## src/rtl/iq_deinterleaver.sv

```systemverilog
// iq_deinterleaver: pairs interleaved I/Q words per channel, optional offset-binary conversion, buffered output FIFO.
module iq_deinterleaver #(
  parameter int DATA_W = 16,
  parameter int CHANNELS = 1,
  parameter int FIFO_DEPTH = 4,
  localparam int CH_W = CHANNELS > 1 ? $clog2(CHANNELS) : 1
) (
  input  logic              M100CLK,
  input  logic              reset,
  input  logic [DATA_W-1:0] data_in,
  input  logic              in_valid,
  output logic              in_ready,
  input  logic              q_first,
  input  logic              offset_bin,
  input  logic              resync,
  output logic [DATA_W-1:0] out_i,
  output logic [DATA_W-1:0] out_q,
  output logic [CH_W-1:0]   out_ch,
  output logic              out_valid,
  input  logic              out_ready,
  output logic              drop_err
);
  localparam int AW = $clog2(FIFO_DEPTH);
  localparam int EW = 2 * DATA_W + CH_W;
  localparam logic [AW:0] FULL = (AW+1)'(FIFO_DEPTH);
  localparam logic [CH_W-1:0] LAST_CH = CH_W'(CHANNELS - 1);
  typedef enum logic {FIRST, SECOND} phase_t;
  phase_t phase_q, phase_d;
  logic [CH_W-1:0] ch_q, ch_d;
  logic [DATA_W-1:0] held_q, held_d, w0, w1;
  logic qf_q, qf_d, ob_q, ob_d, drop_q, drop_d;
  logic [AW-1:0] wr_q, rd_q;
  logic [AW:0] cnt_q, cnt_d;
  logic [EW-1:0] mem_q [FIFO_DEPTH];
  logic [EW-1:0] head;
  logic accept, push, pop, start;
  assign in_ready = cnt_q != FULL;
  assign out_valid = cnt_q != '0;
  assign accept = in_valid & in_ready;
  assign start = accept & (resync | phase_q == FIRST);
  assign push = accept & ~resync & phase_q == SECOND;
  assign pop = out_valid & out_ready;
  assign cnt_d = cnt_q + (AW+1)'(push) - (AW+1)'(pop);
  // Conversion uses the mode latched with the first word so the whole pair is consistent
  assign w0 = {held_q[DATA_W-1] ^ ob_q, held_q[DATA_W-2:0]};
  assign w1 = {data_in[DATA_W-1] ^ ob_q, data_in[DATA_W-2:0]};
  assign head = mem_q[rd_q];
  assign out_i = out_valid ? head[EW-1 -: DATA_W] : '0;
  assign out_q = out_valid ? head[CH_W +: DATA_W] : '0;
  assign out_ch = out_valid ? head[CH_W-1:0] : '0;
  assign drop_err = drop_q;
  always_comb begin
    phase_d = start ? SECOND : (push | resync) ? FIRST : phase_q;
    ch_d = resync ? '0 : push ? (ch_q == LAST_CH ? '0 : ch_q + 1'b1) : ch_q;
    held_d = start ? data_in : held_q;
    qf_d = start ? q_first : qf_q;
    ob_d = start ? offset_bin : ob_q;
    drop_d = drop_q | (resync & phase_q == SECOND);
  end
  always_ff @(posedge M100CLK or posedge reset) begin
    if (reset) begin
      phase_q <= FIRST;
      ch_q <= '0;
      held_q <= '0;
      qf_q <= 1'b0;
      ob_q <= 1'b0;
      drop_q <= 1'b0;
      wr_q <= '0;
      rd_q <= '0;
      cnt_q <= '0;
    end else begin
      phase_q <= phase_d;
      ch_q <= ch_d;
      held_q <= held_d;
      qf_q <= qf_d;
      ob_q <= ob_d;
      drop_q <= drop_d;
      wr_q <= wr_q + AW'(push);
      rd_q <= rd_q + AW'(pop);
      cnt_q <= cnt_d;
    end
  end
  always_ff @(posedge M100CLK) begin
    if (push) mem_q[wr_q] <= {qf_q ? w1 : w0, qf_q ? w0 : w1, ch_q};
  end
endmodule

```

## config.mk

```make
export PLATFORM = sky130hd
export DESIGN_NAME = iq_deinterleaver
export DESIGN_NICKNAME = d
export VERILOG_FILES = /design/src/rtl/iq_deinterleaver.sv
export SDC_FILE = /design/constraint.sdc
export NUM_CORES = 1
export LEC_CHECK = 0
export BUFFER_PORTS_ARGS = -buffer_cell sky130_fd_sc_hd__buf_2
export CAP_MARGIN = 20
export CORE_ASPECT_RATIO = 1.25
export CORE_MARGIN = 2
export CORE_UTILIZATION = 38
export CTS_CLUSTER_SIZE = 12
export DETAILED_ROUTE_END_ITERATION = 8
export GPL_TIMING_DRIVEN = 0
export PLACE_DENSITY = 0.52
export SLEW_MARGIN = 15
export SYNTH_ARGS = -nofsm -noshare
export SYNTH_HDL_FRONTEND = slang
export SYNTH_SLANG_ARGS = --single-unit
```

## constraint.sdc

```tcl
create_clock -name M100CLK -period 8.95 [get_ports M100CLK]
set_input_delay 0.895 -clock M100CLK [delete_from_list [all_inputs] [get_ports M100CLK]]
set_output_delay 0.895 -clock M100CLK [all_outputs]
set_load 0.01 [all_outputs]
```

==> results of run 1 <==
flip-flops by register name, indices dropped and copies added (netlist names):
name      flops
mem_q       128
held_q       16
cnt_q         3
rd_q          2
wr_q          2
drop_err      1
ob_q          1
phase_q       1
qf_q          1
kinds of logic after synthesis:
| family | count (synthesis) | share of synthesized area (%) |
|---|---|---|
| AND/OR/NAND/NOR | 44 | 4.53 |
| AO/OA/AOI/OAI | 1 | 0.117 |
| multiplexers | 82 | 20.6 |
| XOR/XNOR | 7 | 0.957 |
| buffers and inverters | 24 | 2.13 |
| flip-flops | 155 | 70.5 |
| adder cells (fa/ha/maj) | 5 | 1.09 |
| other | 1 | 0.0585 |
synthesized netlist by cell type:
cell type,number,area (sq um)
or3b_1,1,8.76
xor2_1,3,26.3
edfxtp_1,128,3840
nor3_1,2,10.0
nand3_1,1,5.00
buf_6,1,11.3
clkbuf_1,6,22.5
fa_1,1,20.0
nand3b_4,1,20.0
ha_1,4,50.1
xnor2_1,4,35.0
buf_2,6,30.0
nand2_1,2,7.51
mux4_2,32,721
mux2_4,10,150
inv_1,6,22.5
nor2b_1,28,175
nor2_1,1,3.75
nor3b_1,2,15.0
conb_1,1,3.75
and2b_1,6,45.0
dfrtp_1,27,676
a21o_1,1,7.51
mux2_2,38,428
mux2i_1,2,20.0
buf_12,1,20.0
buf_4,4,30.0
power by group:
group          internal (mW)  switching, mW
Sequential             0.987         0.0533
Clock                  0.418          0.293
Combinational          0.447          0.460
Total                   1.85          0.807
path summary, 6_finish.rpt:
check | startpoint | end | slack [ns]
max | cnt_q[2] | out_i[13] | 5.53
min | drop_err | drop_err | 0.46
max reg2reg | cnt_q[1] | cnt_q[2] | 6.53
min reg2reg | drop_err | drop_err | 0.46
max in group asynchronous | reset | rd_q[0] | 7.92
min in group asynchronous | reset | held_q[4] | 0.58
layer usage:
metal	part of all wire [%]	up-vias	routed length [um]	track usage [%]
met5	0	-	0	0
met4	1.5	0	185	5.29
met3	3.4	14	428	3.71
met2	53	58	6760	27.0
met1	42	1662	5350	18.9
li1	-	1426	-	-
cell usage in the layout, fill, tap and decap left out, types with 7 or more instances in the layout:
cell type,n
buf_2,63
buf_4,8
buf_6,9
clkbuf_1,7
clkbuf_16,17
dfrtp_1,27
edfxtp_1,128
mux2_2,38
mux2_4,10
mux4_2,32
nor2b_1,28
critical path: stages, from the launching register on:
cell and delay (ns):
dfrtp_1 0.41, nor3_1 0.49, clkbuf_2 0.28, clkbuf_1 0.51, and2b_1 0.28, buf_2 0.14
final cells by class:
cell class              count  area (sq um)
fillers                  1419          8920
flip-flops and latches    155          4520
multi-input cells         140          1770
repair buffers             71           430
clock buffers              18           429
well taps                 220           275
clock inverters            14           160
plain buffers              18           114
inverters                   6          22.5
through the flow:
step,total power [mW],std cells
final,2.66,642
after global routing,2.81,642
after CTS,2.70,641
after detailed placement,1.98,609
after global placement,1.95,596
after floorplan,1.68,319
==> impl_metrics.py, run 1 <==
metrics = {
    "run_status": {
        "outcome": "finished, final reports clean",
    },
    "global_routing": {
        "grt_use_total_pct": 15.5,
        "antenna_found_initial": 0,
        "grt_max_degree": 28,
        "grt_remaining_overflow": 0,
        "grt_pass1_vias": 3391,
        "grt_pass1_wl_um": 19900,
    },
    "detailed_routing": {
        "vias": 3160,
        "drtPass1Iterations": 4,
        "wl_per_cell_um": 19.8,
        "ant_nets": 0,
        "first_iter_violations": 115,
        "vias_per_cell": 4.92,
        "drc": 0,
        "drt-total-wl_um": 12700,
    },
    "min_path": {
        "hold_depth": 1,
        "hold_class": "reg2reg",
    },
    "place": {
        "io_buffers": 57,
        "gp_congestion": 0.688,
        "postPlaceCellArea_sq_um": 7130,
        "dp_hpwl_um": 8670,
        "preCtsSetupSlack_ns": 5.70,
    },
    "timing": {
        "period_needed_ns": 3.42,
        "post-route-period-util_pct": 38.3,
        "tightest_slew_ns": 0.845,
        "timing.final.ws_setup_ns": 5.53,
        "timing.slew.headroom_pct": 43.7,
        "finClkSkew_ns": 0.00861,
        "hold_ws_ns": 0.463,
        "setup_tns_ns": 0,
        "finalHoldViolCount": 0,
        "maxSlewViolCount": 0,
        "rsz0062_at_grt": "no",
        "setup_violations": 0,
        "max_freq_mhz": 292,
    },
    "clocking": {
        "cts_made_buffers": 17,
        "path_clk_slew_ns": 0.06,
        "clkSinkCount": 155,
        "cts_max_level": 4,
        "cts-resized-gates": 0,
        "cts_buffer_depth": 2,
        "tritoncts": "yes",
        "post_cts.repair.setup_buffers": 0,
        "clkLatencyLatePin_ns": 0.42,
        "hold_buffers": 0,
        "root_buffer": "clkbuf_16",
    },
    "die": {
        "start_util_pct": 38.5,
        "fp.dieW_um": 120,
        "core-area_sq_um": 16600,
        "die_h_um": 149,
        "row_count": 53,
        "ioPinCount": 59,
        "dieArea_sq_um": 17900,
    },
    "logic_synthesis": {
        "ys_ff_latch": 155,
        "synth_fp_nets": 347,
        "synth_cells": 319,
        "avgSynthCellArea_sq_um": 20.1,
        "synth.distinct_cells": 27,
        "syn_area_sq_um": 6410,
        "yosysSeqAreaShare_pct": 70.5,
        "ys_warn_count": 0,
    },
    "setup_path": {
        "crit_path_end_kind": "output pin",
        "crit_required_ns": 8.06,
        "critPathLaunchType": "flop",
        "critPathKind": "reg2out",
        "critPathMaxFanout": 10,
        "crit_arrival_ns": 2.53,
        "r2r_cells": 9,
    },
    "power": {
        "p_leak_nw": 2.81,
        "peakVddDrop_v": 0.000150,
        "power_density_nw_per_um2": 344,
    },
    "cells_and_area": {
        "n_antenna_cell": 0,
        "area_delta_synth_final_pct": 20.6,
        "final_util_pct": 46.4,
        "drive_above_1_share_pct": 47.2,
        "final_area_sq_um": 7720,
        "finalNetCount": 437,
    },
    "job": {
        "drv_cap": 0,
    },
}
No activity file was read; power rests on OpenSTA's default activity.
==> run 2: changes to the inputs <==
Settings changed: ABC_AREA from default to 1, PLACE_DENSITY 0.52 to 0.54.
Clock period 8.95 ns to 3.1 ns, I/O delays scaled along.
==> impl_metrics.py, run 2 <==
metrics = {
    "logic_synthesis": {
        "yosys.area.top_type": "edfxtp_1",
        "synth-xor-area-share_pct": 0.623,
        "ys_ff_latch": 155,
        "synthSimpleGateAreaFrac_pct": 18.2,
        "synthMuxAreaShare_pct": 0.285,
        "avgSynthCellArea_sq_um": 9.74,
        "synth_edf_count": 128,
        "synth_cells": 722,
        "synth_common_cells": "nand2_1 (203), inv_1 (156), edfxtp_1 (128)",
        "synth_flop_cell": "edfxtp_1",
        "synth_fp_nets": 750,
        "yosys.area_share.adder_pct": 0.996,
        "synth.top_cell.area_share_pct": 54.7,
        "yosysSeqAreaShare_pct": 64.3,
        "synth-async-reset-ratio_pct": 17.4,
        "synth_compound_area_share_pct": 4.52,
        "ys_warn_count": 0,
        "synth.distinct_cells": 25,
        "ys_top_cells_by_area": "edfxtp_1 (55%), nand2_1 (11%), dfrtp_1 (9.6%)",
        "synth_most_common_cell": "nand2_1",
        "syn_area_sq_um": 7030,
        "synth_top_family_by_area": "simple AND/OR/NAND/NOR gates",
    },
    "setup_path": {
        "crit_required_ns": 3.41,
        "critPathKind": "reg2reg",
        "critPathLaunchType": "flop",
        "critPathMaxFanout": 10,
        "cpMaxStageDelayCell": "nor3_4",
        "crit_arrival_ns": 2.85,
        "crit_buf_inv": 2,
        "crit_chain": "nor3_4 > buf_2 > nor2_1 > ha_1 > inv_1 > ha_1 > fa_1 > xnor2_1",
        "crit_path_end_kind": "flop",
        "max_stage_delay_ns": 0.47,
        "crit_top_cell": "ha_1",
        "path_delay_family": "adder cells",
    },
    "cells_and_area": {
        "largest_reg_flops": 128,
        "area_delta_synth_final_pct": 19.3,
        "drive_above_1_share_pct": 15.9,
        "seq_area_sq_um": 4520,
        "final_area_sq_um": 8390,
        "n_antenna_cell": 0,
        "final_cell_mix": "nand2_1 (203), inv_1 (156), edfxtp_1 (128), buf_2 (78), nand3_1 (65)",
        "fill_cells": 1682,
        "top_register": "mem_q",
        "final_common_cell": "nand2_1",
        "finalNetCount": 832,
        "top_regs": "mem_q: 128 flops, held_q: 16 flops, cnt_q: 3 flops",
        "multi_input_area_sq_um": 1770,
        "final_util_pct": 46.3,
    },
    "timing": {
        "period_needed_ns": 2.55,
        "timing.final.ws_setup_ns": 0.550,
        "post-route-period-util_pct": 82.3,
        "rsz0062_at_grt": "no",
        "setup_violations": 0,
        "finClkSkew_ns": 0.00860,
        "maxSlewViolCount": 0,
        "max_freq_mhz": 392,
        "finalHoldViolCount": 0,
        "timing.slew.headroom_pct": 46.7,
        "tightest_slew_ns": 0.792,
    },
    "global_routing": {
        "grt_max_degree": 23,
        "grt_remaining_overflow": 0,
        "top_usage_layer": "met2",
        "grt_pass1_vias": 4919,
        "grt_use_total_pct": 18.1,
        "grt_pass1_wl_um": 26700,
        "gr-usage-met3_pct": 2.98,
        "antenna_found_initial": 0,
        "gr-usage-met2_pct": 32.0,
        "use_met1_pct": 22.2,
    },
    "die": {
        "fp.dieW_um": 126,
        "row_count": 55,
        "start_util_pct": 38.9,
        "ioPinCount": 59,
        "dieArea_sq_um": 19600,
        "die_h_um": 156,
        "core-area_sq_um": 18100,
    },
    "place": {
        "gp_congestion": 0.822,
        "io_buffers": 57,
        "dp_hpwl_um": 11800,
        "preCtsSetupSlack_ns": 0.589,
        "postPlaceCellArea_sq_um": 7760,
    },
    "clocking": {
        "tritoncts": "yes",
        "cts-resized-gates": 0,
        "root_buffer": "clkbuf_16",
        "clkLatencyLatePin_ns": 0.42,
        "post_cts.repair.setup_buffers": 0,
        "path_clk_slew_ns": 0.06,
        "hold_buffers": 1,
        "cts_made_buffers": 17,
        "clkSinkCount": 155,
        "cts_buffer_depth": 2,
        "cts_max_level": 4,
    },
    "run_status": {
        "outcome": "finished, final reports clean",
    },
    "power": {
        "peakVddDrop_v": 0.000354,
        "power_density_nw_per_um2": 969,
        "p_leak_nw": 3.86,
    },
    "detailed_routing": {
        "drt-total-wl_um": 17400,
        "wl_per_cell_um": 16.6,
        "drtPass1Iterations": 5,
        "drc": 0,
        "vias": 5033,
        "ant_nets": 0,
        "vias_per_cell": 4.82,
        "first_iter_violations": 390,
    },
    "min_path": {
        "hold_class": "in2reg",
    },
    "job": {
        "drv_cap": 0,
    },
}
-- run 2: per-stage QoR --
step	hold slack (ns)	instances	power (mW)	TNS (ns)
after floorplan	0.363	722	4.82	0
after global placement	0.442	1007	5.91	-127.11
after detailed placement	0.411	1012	6.04	0
after CTS	0.0987	1045	8.19	0
after global routing	0.130	1045	8.63	0
final	0.117	1045	8.13	0
-- run 2: logic make-up after synthesis --
| group | after synthesis |
|---|---|
| AOI/OAI and AO/OA | 63 |
| buffers and inverters | 194 |
| xor gates and xnor gates | 5 |
| adders and majority gates | 5 |
| muxes | 2 |
| DFF | 155 |
| and+or+nand+nor | 297 |
| other | 1 |
-- run 2: power breakdown --
group / internal (mW) / switching, mW
Clock: 1.29 / 0.865
Sequential: 2.80 / 0.150
Combinational: 0.958 / 2.07
Total: 5.04 / 3.09
-- run 2: metal layers --
metal | wire length, um | up-vias | share of wire [%]
met3 | 779 | 27 | 4.5
met5 | 0 | - | 0
met1 | 7320 | 2413 | 42
met4 | 362 | 0 | 2.1
li1 | - | 2459 | -
met2 | 8900 | 134 | 51
-- run 2: path summary, 6_finish.rpt --
path	cells past startpoint	start	slack, ns	end
max	8	cnt_q[2]	0.55	cnt_q[2]
min reg2reg	1	drop_err	0.46	drop_err
min in group asynchronous	3	reset	0.52	held_q[8]
max reg2reg	8	cnt_q[2]	0.55	cnt_q[2]
min	2	resync	0.12	drop_err
max in group asynchronous	4	reset	2.07	held_q[1]
-- run 2: area by class of cell --
cell class,instances,share of cell area (%)
Sequential cell,155,53.9
Buffer,37,2.24
Multi-Input combinational cell,373,21.1
Tap cell,228,3.40
Inverter,157,7.03
Timing Repair Buffer,63,5.07
Clock inverter,15,2.25
Clock buffer,17,5.07
